[config.mk]
export PLATFORM = sky130hd
export DESIGN_NAME = sprite_compositor_flat
export DESIGN_NICKNAME = d
export VERILOG_FILES = /design/src/rtl/vga_pkg.sv /design/src/rtl/sprite_compositor_if.sv /design/src/rtl/sprite_hit.sv /design/src/rtl/sprite_compositor.sv /design/src/flat_wrapper.sv
export SDC_FILE = /design/constraint.sdc
export NUM_CORES = 1
export LEC_CHECK = 0
export CORE_ASPECT_RATIO = 1.4
export CORE_MARGIN = 2
export CORE_UTILIZATION = 55
export DETAILED_ROUTE_END_ITERATION = 10
export HOLD_SLACK_MARGIN = 0.1
export PLACE_DENSITY_LB_ADDON = 0.15
export SYNTH_ARGS = -nofsm -noshare
export SYNTH_HDL_FRONTEND = slang
export SYNTH_HIERARCHICAL = 1
export SYNTH_SLANG_ARGS = --single-unit
[constraint.sdc]
create_clock -name clock -period 8.3 [get_ports clock]
set_input_delay 1.66 -clock clock [delete_from_list [all_inputs] [get_ports clock]]
set_output_delay 1.66 -clock clock [all_outputs]
set_load 0.01 [all_outputs]
[src/rtl/vga_pkg.sv]
// Shared pixel types and helpers for the video output path.
// Colour formats, background modes and sync polarity.
package vga_pkg;

    localparam bit SYNC_ACTIVE_LOW = 1'b1;

    typedef struct packed {
        logic [4:0] r;
        logic [4:0] g;
        logic [4:0] b;
    } rgb555_t;

    typedef enum logic [1:0] {
        BG_SOLID    = 2'd0,
        BG_CHECKER  = 2'd1,
        BG_GRADIENT = 2'd2,
        BG_BLACK    = 2'd3
    } bg_mode_e;

    function automatic logic [7:0] expand5to8(input logic [4:0] c);
        return {c, c[4:2]};
    endfunction

endpackage

[src/rtl/sprite_compositor_if.sv]
// Video and sprite-control bundle between vga_controller, the
// sprite register file and the compositor.
interface sprite_compositor_if #(
    parameter int NUM_SPRITES = 4,
    parameter int COL_W       = 12,
    parameter int ROW_W       = 11
);
    logic [COL_W-1:0]             display_col;
    logic [ROW_W-1:0]             display_row;
    logic                         visible;
    logic                         hsync;
    logic                         vsync;
    logic [NUM_SPRITES*COL_W-1:0] sprite_x;
    logic [NUM_SPRITES*ROW_W-1:0] sprite_y;
    logic [NUM_SPRITES*15-1:0]    sprite_color;
    logic [NUM_SPRITES-1:0]       sprite_enable;
    logic [1:0]                   bg_mode;
    logic [8:0]                   bg_tint;
    logic                         update_req;
    logic                         update_ack;
    logic [7:0]                   red;
    logic [7:0]                   green;
    logic [7:0]                   blue;
    logic                         hs_out;
    logic                         vs_out;
    logic                         blank_n_out;
    logic [NUM_SPRITES-1:0]       collision_mask;
    logic                         collision_valid;

    modport master (
        output display_col, display_row, visible, hsync, vsync,
        output sprite_x, sprite_y, sprite_color, sprite_enable,
        output bg_mode, bg_tint, update_req,
        input  update_ack, red, green, blue,
        input  hs_out, vs_out, blank_n_out,
        input  collision_mask, collision_valid
    );

    modport slave (
        input  display_col, display_row, visible, hsync, vsync,
        input  sprite_x, sprite_y, sprite_color, sprite_enable,
        input  bg_mode, bg_tint, update_req,
        output update_ack, red, green, blue,
        output hs_out, vs_out, blank_n_out,
        output collision_mask, collision_valid
    );

endinterface

[src/rtl/sprite_hit.sv]
// Registered bounds test for one square sprite; the end coordinate
// carries an extra bit so sprites near the field edge never wrap.
module sprite_hit #(
    parameter int SPRITE_SIZE = 32,
    parameter int COL_W       = 12,
    parameter int ROW_W       = 11
) (
    input  logic             clock,
    input  logic             reset,
    input  logic [COL_W-1:0] i_col,
    input  logic [ROW_W-1:0] i_row,
    input  logic [COL_W-1:0] i_x,
    input  logic [ROW_W-1:0] i_y,
    input  logic             i_en,
    output logic             o_hit
);

    localparam logic [COL_W:0] X_SPAN = (COL_W+1)'(SPRITE_SIZE - 1);
    localparam logic [ROW_W:0] Y_SPAN = (ROW_W+1)'(SPRITE_SIZE - 1);

    logic [COL_W:0] w_x_end;
    logic [ROW_W:0] w_y_end;
    logic           w_in_x;
    logic           w_in_y;
    logic           r_hit;

    assign w_x_end = {1'b0, i_x} + X_SPAN;
    assign w_y_end = {1'b0, i_y} + Y_SPAN;
    assign w_in_x  = (i_col >= i_x) && ({1'b0, i_col} <= w_x_end);
    assign w_in_y  = (i_row >= i_y) && ({1'b0, i_row} <= w_y_end);

    always_ff @(posedge clock) begin
        if (reset) begin
            r_hit <= 1'b0;
        end else begin
            r_hit <= i_en && w_in_x && w_in_y;
        end
    end

    assign o_hit = r_hit;

endmodule

[src/rtl/sprite_compositor.sv]
// Two-stage sprite/background compositor with frame-atomic
// register updates and per-frame collision reporting.
module sprite_compositor
    import vga_pkg::*;
#(
    parameter int NUM_SPRITES   = 4,
    parameter int SPRITE_SIZE   = 32,
    parameter int COL_W         = 12,
    parameter int ROW_W         = 11,
    parameter int CHECKER_SHIFT = 7
) (
    input logic                clock,
    input logic                reset,
    sprite_compositor_if.slave bus
);

    localparam logic SYNC_IDLE = SYNC_ACTIVE_LOW;

    typedef struct packed {
        logic [NUM_SPRITES-1:0][COL_W-1:0] x;
        logic [NUM_SPRITES-1:0][ROW_W-1:0] y;
        logic [NUM_SPRITES-1:0][14:0]      color;
        logic [NUM_SPRITES-1:0]            en;
        bg_mode_e                          mode;
        logic [8:0]                        tint;
    } cfg_t;

    cfg_t w_cfg_in;
    cfg_t r_staging;
    cfg_t r_active;

    logic r_pending;
    logic r_vs_prev;
    logic r_ack;
    logic w_boundary;
    logic w_capture;

    logic [NUM_SPRITES-1:0] w_hit;
    logic [NUM_SPRITES-1:0] r_acc;
    logic [NUM_SPRITES-1:0] r_mask;
    logic                   r_cv;
    logic                   w_multi;

    logic       r_s1_vis;
    logic       r_s1_chk;
    logic [4:0] r_s1_grad;
    logic       r_s1_hs;
    logic       r_s1_vs;

    logic        w_any;
    rgb555_t     w_sel;
    logic [8:0]  w_tint;
    logic [4:0]  w_lo;
    logic [23:0] w_pix;
    logic [23:0] r_pix;
    logic        r_hs;
    logic        r_vs;
    logic        r_blank_n;

    always_comb begin
        w_cfg_in       = '0;
        w_cfg_in.x     = bus.sprite_x;
        w_cfg_in.y     = bus.sprite_y;
        w_cfg_in.color = bus.sprite_color;
        w_cfg_in.en    = bus.sprite_enable;
        w_cfg_in.mode  = bg_mode_e'(bus.bg_mode);
        w_cfg_in.tint  = bus.bg_tint;
    end

    assign w_boundary = bus.vsync && !r_vs_prev;
    assign w_capture  = bus.update_req && !r_pending;

    // Capture needs pending low, promotion needs it high, so a
    // request landing on the boundary waits one full frame.
    always_ff @(posedge clock) begin
        if (reset) begin
            r_vs_prev     <= SYNC_IDLE;
            r_pending     <= 1'b0;
            r_ack         <= 1'b0;
            r_staging     <= '0;
            r_active      <= '0;
            r_active.mode <= BG_BLACK;
        end else begin
            r_vs_prev <= bus.vsync;
            r_ack     <= w_boundary && r_pending;
            if (w_capture) begin
                r_staging <= w_cfg_in;
                r_pending <= 1'b1;
            end else if (w_boundary && r_pending) begin
                r_active  <= r_staging;
                r_pending <= 1'b0;
            end
        end
    end

    for (genvar g = 0; g < NUM_SPRITES; g++) begin : g_hit
        sprite_hit #(
            .SPRITE_SIZE (SPRITE_SIZE),
            .COL_W       (COL_W),
            .ROW_W       (ROW_W)
        ) u_hit (
            .clock (clock),
            .reset (reset),
            .i_col (bus.display_col),
            .i_row (bus.display_row),
            .i_x   (r_active.x[g]),
            .i_y   (r_active.y[g]),
            .i_en  (r_active.en[g]),
            .o_hit (w_hit[g])
        );
    end

    always_ff @(posedge clock) begin
        if (reset) begin
            r_s1_vis  <= 1'b0;
            r_s1_chk  <= 1'b0;
            r_s1_grad <= '0;
            r_s1_hs   <= SYNC_IDLE;
            r_s1_vs   <= SYNC_IDLE;
        end else begin
            r_s1_vis  <= bus.visible;
            r_s1_chk  <= bus.display_row[CHECKER_SHIFT]
                       ^ bus.display_col[CHECKER_SHIFT];
            r_s1_grad <= bus.display_col[CHECKER_SHIFT-1 -: 5];
            r_s1_hs   <= bus.hsync;
            r_s1_vs   <= bus.vsync;
        end
    end

    always_comb begin
        w_any  = 1'b0;
        w_sel  = '0;
        w_tint = r_active.tint;
        w_lo   = '0;
        w_pix  = '0;
        for (int i = NUM_SPRITES - 1; i >= 0; i--) begin
            if (w_hit[i]) begin
                w_any = 1'b1;
                w_sel = rgb555_t'(r_active.color[i]);
            end
        end
        unique case (r_active.mode)
            BG_SOLID:    w_lo = '0;
            BG_CHECKER:  w_lo = {5{r_s1_chk}};
            BG_GRADIENT: w_lo = r_s1_grad;
            BG_BLACK:    w_tint = '0;
        endcase
        if (!r_s1_vis) begin
            w_pix = '0;
        end else if (w_any) begin
            w_pix = {expand5to8(w_sel.r),
                     expand5to8(w_sel.g),
                     expand5to8(w_sel.b)};
        end else begin
            w_pix = {w_tint[8:6], w_lo,
                     w_tint[5:3], w_lo,
                     w_tint[2:0], w_lo};
        end
    end

    always_ff @(posedge clock) begin
        if (reset) begin
            r_pix     <= '0;
            r_hs      <= SYNC_IDLE;
            r_vs      <= SYNC_IDLE;
            r_blank_n <= 1'b0;
        end else begin
            r_pix     <= w_pix;
            r_hs      <= r_s1_hs;
            r_vs      <= r_s1_vs;
            r_blank_n <= r_s1_hs & r_s1_vs;
        end
    end

    assign w_multi = |(w_hit & (w_hit - 1'b1));

    always_ff @(posedge clock) begin
        if (reset) begin
            r_acc  <= '0;
            r_mask <= '0;
            r_cv   <= 1'b0;
        end else begin
            r_cv <= w_boundary;
            if (w_boundary) begin
                r_mask <= r_acc;
                r_acc  <= '0;
            end else if (r_s1_vis && w_multi) begin
                r_acc <= r_acc | w_hit;
            end
        end
    end

    assign bus.red             = r_pix[23:16];
    assign bus.green           = r_pix[15:8];
    assign bus.blue            = r_pix[7:0];
    assign bus.hs_out          = r_hs;
    assign bus.vs_out          = r_vs;
    assign bus.blank_n_out     = r_blank_n;
    assign bus.update_ack      = r_ack;
    assign bus.collision_mask  = r_mask;
    assign bus.collision_valid = r_cv;

endmodule
[src/flat_wrapper.sv]
// flat-port wrapper written by rule: the top's interface ports become plain ports
module sprite_compositor_flat import vga_pkg::*;
#(
    parameter int NUM_SPRITES   = 4,
    parameter int SPRITE_SIZE   = 32,
    parameter int COL_W         = 12,
    parameter int ROW_W         = 11,
    parameter int CHECKER_SHIFT = 7
)
  (clock, reset, bus_display_col, bus_display_row, bus_visible, bus_hsync, bus_vsync, bus_sprite_x, bus_sprite_y, bus_sprite_color, bus_sprite_enable, bus_bg_mode, bus_bg_tint, bus_update_req, bus_update_ack, bus_red, bus_green, bus_blue, bus_hs_out, bus_vs_out, bus_blank_n_out, bus_collision_mask, bus_collision_valid);
  sprite_compositor_if #(.NUM_SPRITES(NUM_SPRITES), .COL_W(COL_W), .ROW_W(ROW_W)) bus_i ();
  input logic clock;
  input logic reset;
  input wire logic [$bits(bus_i.display_col)-1:0] bus_display_col;
  input wire logic [$bits(bus_i.display_row)-1:0] bus_display_row;
  input wire logic [$bits(bus_i.visible)-1:0] bus_visible;
  input wire logic [$bits(bus_i.hsync)-1:0] bus_hsync;
  input wire logic [$bits(bus_i.vsync)-1:0] bus_vsync;
  input wire logic [$bits(bus_i.sprite_x)-1:0] bus_sprite_x;
  input wire logic [$bits(bus_i.sprite_y)-1:0] bus_sprite_y;
  input wire logic [$bits(bus_i.sprite_color)-1:0] bus_sprite_color;
  input wire logic [$bits(bus_i.sprite_enable)-1:0] bus_sprite_enable;
  input wire logic [$bits(bus_i.bg_mode)-1:0] bus_bg_mode;
  input wire logic [$bits(bus_i.bg_tint)-1:0] bus_bg_tint;
  input wire logic [$bits(bus_i.update_req)-1:0] bus_update_req;
  output wire logic [$bits(bus_i.update_ack)-1:0] bus_update_ack;
  output wire logic [$bits(bus_i.red)-1:0] bus_red;
  output wire logic [$bits(bus_i.green)-1:0] bus_green;
  output wire logic [$bits(bus_i.blue)-1:0] bus_blue;
  output wire logic [$bits(bus_i.hs_out)-1:0] bus_hs_out;
  output wire logic [$bits(bus_i.vs_out)-1:0] bus_vs_out;
  output wire logic [$bits(bus_i.blank_n_out)-1:0] bus_blank_n_out;
  output wire logic [$bits(bus_i.collision_mask)-1:0] bus_collision_mask;
  output wire logic [$bits(bus_i.collision_valid)-1:0] bus_collision_valid;
  assign bus_i.display_col = bus_display_col;
  assign bus_i.display_row = bus_display_row;
  assign bus_i.visible = bus_visible;
  assign bus_i.hsync = bus_hsync;
  assign bus_i.vsync = bus_vsync;
  assign bus_i.sprite_x = bus_sprite_x;
  assign bus_i.sprite_y = bus_sprite_y;
  assign bus_i.sprite_color = bus_sprite_color;
  assign bus_i.sprite_enable = bus_sprite_enable;
  assign bus_i.bg_mode = bus_bg_mode;
  assign bus_i.bg_tint = bus_bg_tint;
  assign bus_i.update_req = bus_update_req;
  assign bus_update_ack = bus_i.update_ack;
  assign bus_red = bus_i.red;
  assign bus_green = bus_i.green;
  assign bus_blue = bus_i.blue;
  assign bus_hs_out = bus_i.hs_out;
  assign bus_vs_out = bus_i.vs_out;
  assign bus_blank_n_out = bus_i.blank_n_out;
  assign bus_collision_mask = bus_i.collision_mask;
  assign bus_collision_valid = bus_i.collision_valid;
  sprite_compositor #(.NUM_SPRITES(NUM_SPRITES), .SPRITE_SIZE(SPRITE_SIZE), .COL_W(COL_W), .ROW_W(ROW_W), .CHECKER_SHIFT(CHECKER_SHIFT)) u_core (.clock(clock), .reset(reset), .bus(bus_i));
endmodule
* Word level (Yosys, flattened, before mapping)
Cells that the tools add are included.
** Word-level totals
- Register bits :: 385
- Input bits :: 196
** Cells by class
- $add $sub $neg :: 9
- $lt $le $gt $ge :: 16
- Equality and inequality tests :: 3
- Muxes and demuxes :: 13
- Bitwise gates (word level) :: 6
- Reductions and logical operators :: 27
** Operators by type and width (count)
- 2-to-1 mux 15 bit :: 4
- adder 12 x 5 -> 13 bit, second input constant :: 4
- <= comparator 12 x 13 -> 1 bit :: 4
- adder 11 x 5 -> 12 bit, second input constant :: 4
- >= comparator 12 bit :: 4
- <= comparator 11 x 12 -> 1 bit :: 4
- >= comparator 11 bit :: 4
- 2-to-1 mux 24 bit :: 1
- logical AND 1 bit :: 20
- case mux 5 bit (2 select lines) :: 1
- 2-to-1 mux 9 bit :: 1
- 2-to-1 mux 1 bit :: 6
- AND 4 bit :: 1
- equality test 2 bit, second input constant :: 2
- bitwise OR 4 bit :: 1
- OR reduction 2 bit :: 2
- OR reduction 4 bit :: 1
- subtractor 4 x 1 -> 4 bit, second input constant :: 1
- equality test 2 x 1 -> 1 bit, second input constant :: 1
- logical NOT 1 bit :: 2
- NOT 1 bit :: 2
- AND reduction 2 bit :: 1
- nonzero test 2 bit :: 1
- AND 1 bit :: 1
- bitwise XOR 1 bit :: 1

* Logic depth before layout (Yosys ltp)
Gate-level depths: netlist (run 1).
- Depth after elaboration :: 5
- Gate-level depth with buffers :: 13

* Cells and area by module
The synthesis (run 1) kept the hierarchy.
** Modules (own cells, without submodules)
- sprite_compositor :: times used 1, cells each 1664, area an instance 13406.6 µm², sequential area each 7627.3 µm²
- sprite_hit at u_core.g_hit[0].u_hit ... :: times used 3, cells each 185, area an instance 1420.1 µm², sequential area each 20.0 µm²
- sprite_hit at u_core.g_hit[1].u_hit :: times used 1, cells each 185, area an instance 1462.7 µm², sequential area each 20.0 µm²

* Least setup slack after synthesis (run 1)
Ideal clock, no wire load.
- Path kind :: input -> register
- Start :: in bus_display_row[0]
- End :: reg u_core.g_hit[0].u_hit.r_hit
- Setup time :: 0.103 ns
- Arrival time :: 2.920 ns
- Slack :: 5.277 ns
- Stages :: 8
- Path through :: inv_1 ha_1 nand2_1 a211oi_1 or3_1 a21oi_1 o32ai_1 a2111oi_2
** On the way
- Word-level cells in the longest chain between the ends :: 3
- Elaborated cells between the ends (all ways) :: 4
- Those cells by class :: order compare: 2; reduce/logical: 2
** RTL lines
- from (decl) :: RTL line flat_wrapper.sv:15 : input wire logic [$bits(bus_i.display_row)-1:0] bus_display_row;
- <= comparator 11 x 12 -> 1 bit / >= comparator 11 bit (equally long branches) :: RTL line sprite_hit.sv:30 : assign w_in_y = (i_row >= i_y) && ({1'b0, i_row} <= w_y_end);
- logical AND 1 bit * :: RTL line sprite_hit.sv:30
- logical AND 1 bit * :: RTL line sprite_hit.sv:36 : r_hit <= i_en && w_in_x && w_in_y;
- to (signal assigned) :: RTL line sprite_hit.sv:36
- to (decl) :: RTL line sprite_hit.sv:25 : logic r_hit;
Mark *: on every way between the ends. The rest lies on a longest branch, timed or not.
A chain may end at the register's enable or synchronous reset.

* Worst setup path after layout (run 1)
- Start :: in bus_display_row[3]
- End :: reg u_core.g_hit[2].u_hit.r_hit
** On the way
- Word-level cells in the longest chain between the ends :: 3
- Elaborated cells between the ends (all ways) :: 4
- Those cells by class :: order compare: 2; reduce/logical: 2
** RTL lines (RTL line)
- <= comparator 11 x 12 -> 1 bit / >= comparator 11 bit (equally long branches) :: sprite_hit.sv:30
- logical AND 1 bit * :: sprite_hit.sv:30
- logical AND 1 bit * :: sprite_hit.sv:36
- to (signal assigned) :: sprite_hit.sv:36
- to (decl) :: sprite_hit.sv:25
Marked as above.

==> impl_results.md, run 1 <==
- Synthesis-to-finish area growth: 20.0%
- Syn_area_per_cell: 7.96 µm²
- Syn_nets: 2795
- Hold Path Class: reg2reg
- GRT Resource Usage Total: 27.8%
- WL final: 51.8 mm
- Vias/cell: 5.59
- CP max stage delay: 0.72 ns
- Fin crit period: 3.66 ns
- Cell family with most CP delay: compound AO/OA/AOI/OAI gates
- Worst-Skew Late Latency: 0.55 ns
- Post-route ant nets: 0
- Syn Inst Count: 2404
- Final period util: 44.1%
- Worst EP arrival: 4.11 ns
- Die span in y: 225 µm
- Status: finished, final reports clean
- Post-synthesis sequential area ratio: 40.3%
- DRC viols: 0
- Setup-failing EPs final: 0
- Setup crit end kind: flip-flop
- WS Path Type: in2reg
- Number of core rows: 80
- Initial Utilization: 55.9%
- Die Wd: 162 µm
- Port Buffers: 228
- F_max: 273 MHz
- Drt wl/cell: 17.1 µm
- DP HPWL: 36.3 mm
- Top_reg_cell synth: dfxtp_1
- Register Area: 7710 µm²
- Final hold violation count: 0
- H-tree depth: 2
- I/O pin count: 229
- Multi-input gate area: 10500 µm²
- Pre-Repair DR Iteration Count: 5
- Crit-path cells: clkdlybuf4s50_1, ha_1, nand4_1, or3_1, a21oi_1, o32ai_1, a2111oi_2
- Iteration-0 DRC Markers: 1029
- Post-CTS Hold Fix Bufs: 0
- Final core utilization: 67.0%
- Number of global-route vias before repair: 16.7k
- Yosys cell types: 63
- Worst IR drop on VDD: 0.000162 V
- Final net count: 2948
- Die footprint: 36300 µm²
- Post-synth EDFFs: 0
- GRT Residual Overflow: 0
- Crit-path max FO: 8
- Layout cells sized above 1: 4.56%
- Critical Path RT: 8.75 ns
- Async set or reset register ratio after synthesis: 0%
- Largest net degree at the start of global routing: 172
- Setup bufs post-CTS: 0
- # fillers: 3024
- CTS tree: done
- RSZ-0062 raised after global routing: false
- Startpoint types: primary input
- Number of max-cap violations: 0
- Worst hold slack: 0.444 ns
- Setup TNS Final: 0 ns
- First-pass GRT wire length: 82.2 mm
- P per Cell Area: 181 nW/µm²
- CTS buffer count: 39
- Via count: 17.0k
- Clk_skew: 0.0167 ns
- Clock buffer depth: 3
- Worst slew pin tran: 1.11 ns
- CTS clk-pin slew, worst paths: 0.06 ns
- Final Wtd Congestion: 0.892
- Clock sink count: 385
- Bufs and invs on worst path: 1
- Synthesized area: 19100 µm²
- Worst path slowest cell: clkdlybuf4s50_1
- Floorplan Core Area: 34200 µm²
- Initial antenna violation count: 1
- Post-cts sizing count: 0
- Relative slew margins: 25.7%
- Root Driver: clkbuf_16
- Flop and latch count out of synthesis: 385
- Fin. max-slew vios: 0
- Yosys Warn Count: 6
- P_leak: 8.59 nW
## layout by cell type, fill, tap and decap left out, types with 32 or more instances in the layout
cell type	count
a211oi_1	35
a21o_1	32
a21oi_1	374
clkbuf_16	40
clkdlybuf4s50_1	227
dfxtp_1	385
ha_1	195
inv_1	105
nand2_1	708
nand3_1	46
nor2_1	50
xnor2_1	73
## cells by family (layout without fill, tap and decap cells)
kind of cell | count (synthesis) | in the layout | share of synthesized area, %
AO/OA/AOI/OAI | 554 | 554 | 17.1
XOR/XNOR | 73 | 73 | 3.34
adder cells (fa/ha/maj) | 195 | 195 | 12.8
buffers and inverters | 236 | 418 | 4.70
flip-flops | 385 | 385 | 40.3
other | 0 | 1 | 0
AND/OR/NAND/NOR | 961 | 961 | 21.8
## metrics by stage
stage | power, mW | cells | cell area [µm²] | worst slack, ns
after floorplan | 2.19 | 2404 | 19100 | 5.28
after global placement | 2.36 | 2967 | 21600 | 4.11
after detailed placement | 2.38 | 2967 | 21600 | 4.10
after CTS | 4.18 | 3037 | 22900 | 4.65
after global routing | 4.31 | 3038 | 22900 | 4.47
final | 4.15 | 3038 | 22900 | 4.64
## area by class of cell
| class | instances | area share, % |
|---|---|---|
| Multi-Input combinational cell | 1783 | 46.0 |
| Sequential cell | 385 | 33.6 |
| Clock buffer | 47 | 4.52 |
| Antenna cell | 1 | 0.0109 |
| Clock inverter | 23 | 1.23 |
| Tap cell | 451 | 2.46 |
| Inverter | 108 | 1.77 |
| Timing Repair Buffer | 240 | 10.5 |
## state kept, by name, summed over array words and instances (netlist names), 4 cells and up
| register | cells |
|---|---|
| u_core/r_s1_grad | 5 |
| u_core/g_hit.u_hit/o_hit | 4 |
| u_core/r_pix | 24 |
| u_core/r_staging | 167 |
| u_core/r_active | 167 |
| u_core/bus.collision_mask | 4 |
| u_core/r_acc | 4 |
## synth_stat cells, types with 10 or more instances
master    instances  area share [%]
and3b_1          16            0.73
clkbuf_1        114             2.2
nand4_1          19            0.62
dfxtp_1         385              40
a21oi_1         374             9.8
nor2b_1          16            0.52
o21ai_0          17            0.44
nand2_1         708              14
a31oi_1          11            0.36
a211o_1          10            0.46
nor2_1           50            0.98
nand3_1          46             1.2
nand2b_1         20            0.65
a211oi_1         35             1.4
nor3_1           28            0.73
a21o_1           32             1.3
ha_1            195              13
inv_1           105             2.1
xnor2_1          73             3.3
## worst reg2reg max path, cell delays in order (launching register included)
cell and delay, ns:
dfxtp_1 0.34, inv_1 0.09, ha_1 0.22, or4b_1 0.52
nor3b_4 0.20, nand3_1 0.09, xnor2_1 0.08, ha_1 0.30
nand3_1 0.11, nor3_1 0.29, a32oi_1 0.09, nor3b_1 0.22
o32ai_1 0.14, a2111oi_2 0.27
## layer usage
layer  routed length [µm]  vias up  track usage [%]
met5                    0        -                0
met4                 2090        0             12.2
met3                 2190      113             3.21
met2                25700      439             49.7
met1                21800     7994             33.7
li1                     -     8427                -
## worst paths after layout
check                         from                          end  slack, ns  cells past startpoint
max             bus_display_row[3]  u_core/g_hit[2].u_hit/o_hit       4.64                      7
min          u_core/r_staging[152]         u_core/r_active[152]       0.44                      2
max reg2reg   u_core/r_active[143]  u_core/g_hit[2].u_hit/o_hit       5.24                     13
min reg2reg  u_core/r_staging[152]         u_core/r_active[152]       0.44                      2
## where the power goes
part	switching, mW	internal (mW)
logic	0.222	0.181
clock network	0.757	1.06
registers	0.0314	1.90
total	1.01	3.14
Power figures use the tool's default switching activity.
==> run 2: changes to the inputs <==
Clock period 8.3 ns to 3.5 ns, I/O delays scaled along.
==> impl_results.md, run 2 (synthesis gave the netlist of run 1 again) <==
- Critical Path RT: 3.96 ns (-4.79 ns)
- Largest net degree at the start of global routing: 210 (+22%)
- Die Wd: 162 µm (unchanged)
- H-tree depth: 2 (unchanged)
- Number of max-cap violations: 0 (unchanged)
- Final non-filler cell total: 3046 (+0.26%)
- Vias/cell: 5.57 (-0.37%)
- Setup crit end kind: flip-flop
- NetSw: 2.39 mW (+140%)
- Largest regs: u_core/r_active: 167 flops, u_core/r_staging: 167 flops, u_core/r_pix: 24 flops
- Relative slew margins: 21.1% (-4.7 points)
- Number of core rows: 80 (unchanged)
- Via count: 17.0k (-0.11%)
- Worst IR drop on VDD: 0.000462 V (+190%)
- Int Pwr: 7.26 mW (+130%)
- Setup-failing EPs final: 0 (unchanged)
- Post-cts sizing count: 0 (unchanged)
- P_leak: 8.62 nW (+0.45%)
- Most common cell after layout, fill and taps aside: nand2_1
- RSZ-0062 raised after global routing: false
- Synthesis-to-finish area growth: 20.4%
- CTS tree: done
- Sequential Power Share: 47.5% (+0.9 points)
- GRT Resource Usage Total: 28.3% (+0.42 points)
- Clock Power Share: 42.4% (-1.3 points)
- F_max: 316 MHz
- Most frequent cells in the layout: nand2_1, dfxtp_1, a21oi_1
- Sw frac: 24.8% (+0.43 points)
- Worst EP arrival: 3.62 ns (-0.49 ns)
- Post-CTS Hold Fix Bufs: 0 (unchanged)
- Port Buffers: 228 (unchanged)
- Pre-Repair DR Iteration Count: 8 (+3)
- Floorplan Core Area: 34200 µm² (unchanged)
- Fin crit period: 3.17 ns
- Post-route ant nets: 0 (unchanged)
- Root Driver: clkbuf_16
- Final net count: 2957 (+0.31%)
- Final period util: 90.5%
- Hold Path Class: reg2reg
- CTS clk-pin slew, worst paths: 0.07 ns (about the same)
- P per Cell Area: 419 nW/µm² (+130%)
- Drt wl/cell: 17.2 µm (+0.86%)
- Worst-Skew Late Latency: 0.55 ns (about the same)
- Initial antenna violation count: 1 (unchanged)
- Crit-path max FO: 4 (-4)
- GRT Residual Overflow: 0 (unchanged)
- First-pass GRT wire length: 82.7 mm (+0.57%)
- Fin. max-slew vios: 0 (unchanged)
- Die footprint: 36300 µm² (unchanged)
- Area post-placement: 21800 µm² (+0.64%)
- Setup bufs post-CTS: 0 (unchanged)
- Clock buffer depth: 3 (unchanged)
- Setup TNS Final: 0 ns (unchanged)
- WS Path Type: reg2reg
- Dpl cells: 2977 (+0.34%)
- Final instance area: 23000 µm² (+0.33%)
- Status: finished, final reports clean
- Layout cells sized above 1: 4.82% (+0.26 points)
- DP HPWL: 37.2 mm (+2.5%)
- Final Wtd Congestion: 0.902 (+1.2%)
- Clk_skew: 0.0103 ns (-0.00639 ns)
- Iteration-0 DRC Markers: 1076 (+4.6%)
- Initial Utilization: 55.9% (unchanged)
- CTS buffer count: 38 (-2.6%)
- Startpoint types: flip-flop
- WL final: 52.4 mm (+1.1%)
- Worst slew pin tran: 1.18 ns (+0.0649 ns)
- I/O pin count: 229 (unchanged)
- Number of global-route vias before repair: 16.6k (-0.65%)
- Gate power share: 10.1% (+0.4 points)
- DRC viols: 0 (unchanged)
- Final hold violation count: 0 (unchanged)
- Clock sink count: 385 (unchanged)
- Die span in y: 225 µm (unchanged)
-- run 2: cell count changes in the layout (fill, tap and decap cells not counted), moves of 4 or more --
cell       change
clkbuf_8       +8
buf_12         +5
buf_4          +5
bufinv_16      -4
clkinv_2       -4
-- run 2: final cells by class --
type | count | area (µm²)
Tap cell | 451 | 564
Timing Repair Buffer | 250 | 2540
Multi-Input combinational cell | 1783 | 10500
Clock buffer | 54 | 1100
Fill cell | 2967 | 11200
Sequential cell | 385 | 7710
Inverter | 108 | 405
Clock inverter | 14 | 155
Antenna cell | 1 | 2.50
-- run 2: per-stage QoR --
stage / worst slack [ns] / hold slack, ns / power [mW] / util [%]
3_3_place_gp: 0.345 / 0.422 / 5.62 / 63.6
2_1_floorplan: 0.819 / 0.412 / 5.18 / -
4_1_cts: 0.353 / 0.444 / 9.73 / 67.2
3_5_place_dp: 0.230 / 0.437 / 5.65 / 63.6
5_1_grt: 0.0669 / 0.467 / 10.0 / 67.3
6_report: 0.334 / 0.449 / 9.65 / 67.3
-- run 2: power groups by stage --
stage                     Clock [mW]  Combinational, mW  Sequential, mW
after global routing            4.35               1.08            4.60
after CTS                       4.17              0.974            4.59
after global placement             0              0.942            4.68
final                           4.09              0.973            4.59
after floorplan                    0              0.521            4.66
after detailed placement           0              0.967            4.68
-- run 2: final timing paths --
path	from	endpoint	slack (ns)	cells after the start
worst max-delay path	u_core/r_active[143]	u_core/g_hit[2].u_hit/o_hit	0.33	13
worst min register to register	u_core/r_staging[1]	u_core/r_active[1]	0.45	2
worst max register to register	u_core/r_active[143]	u_core/g_hit[2].u_hit/o_hit	0.33	13
worst min-delay path	u_core/r_staging[1]	u_core/r_active[1]	0.45	2
-- run 2: critical path, stage by stage (launching register included) --
cell       delay, ns
dfxtp_1         0.34
inv_1           0.09
ha_1            0.23
or4b_1          0.51
nor3b_4         0.20
nand3_1         0.09
xnor2_1         0.07
ha_1            0.29
nand3_1         0.12
nor3_1          0.26
a32oi_1         0.10
nor3b_1         0.31
o32ai_1         0.17
a2111oi_2       0.28
-- run 2: routing by layer --
metal  vias to the layer above  routed length (µm)  GRT usage [%]
li1                       8466                   -              -
met1                      7948               21800           33.7
met2                       424               26200           50.9
met3                       117                2090           3.43
met4                         0                2310           12.3
met5                         -                   0              0
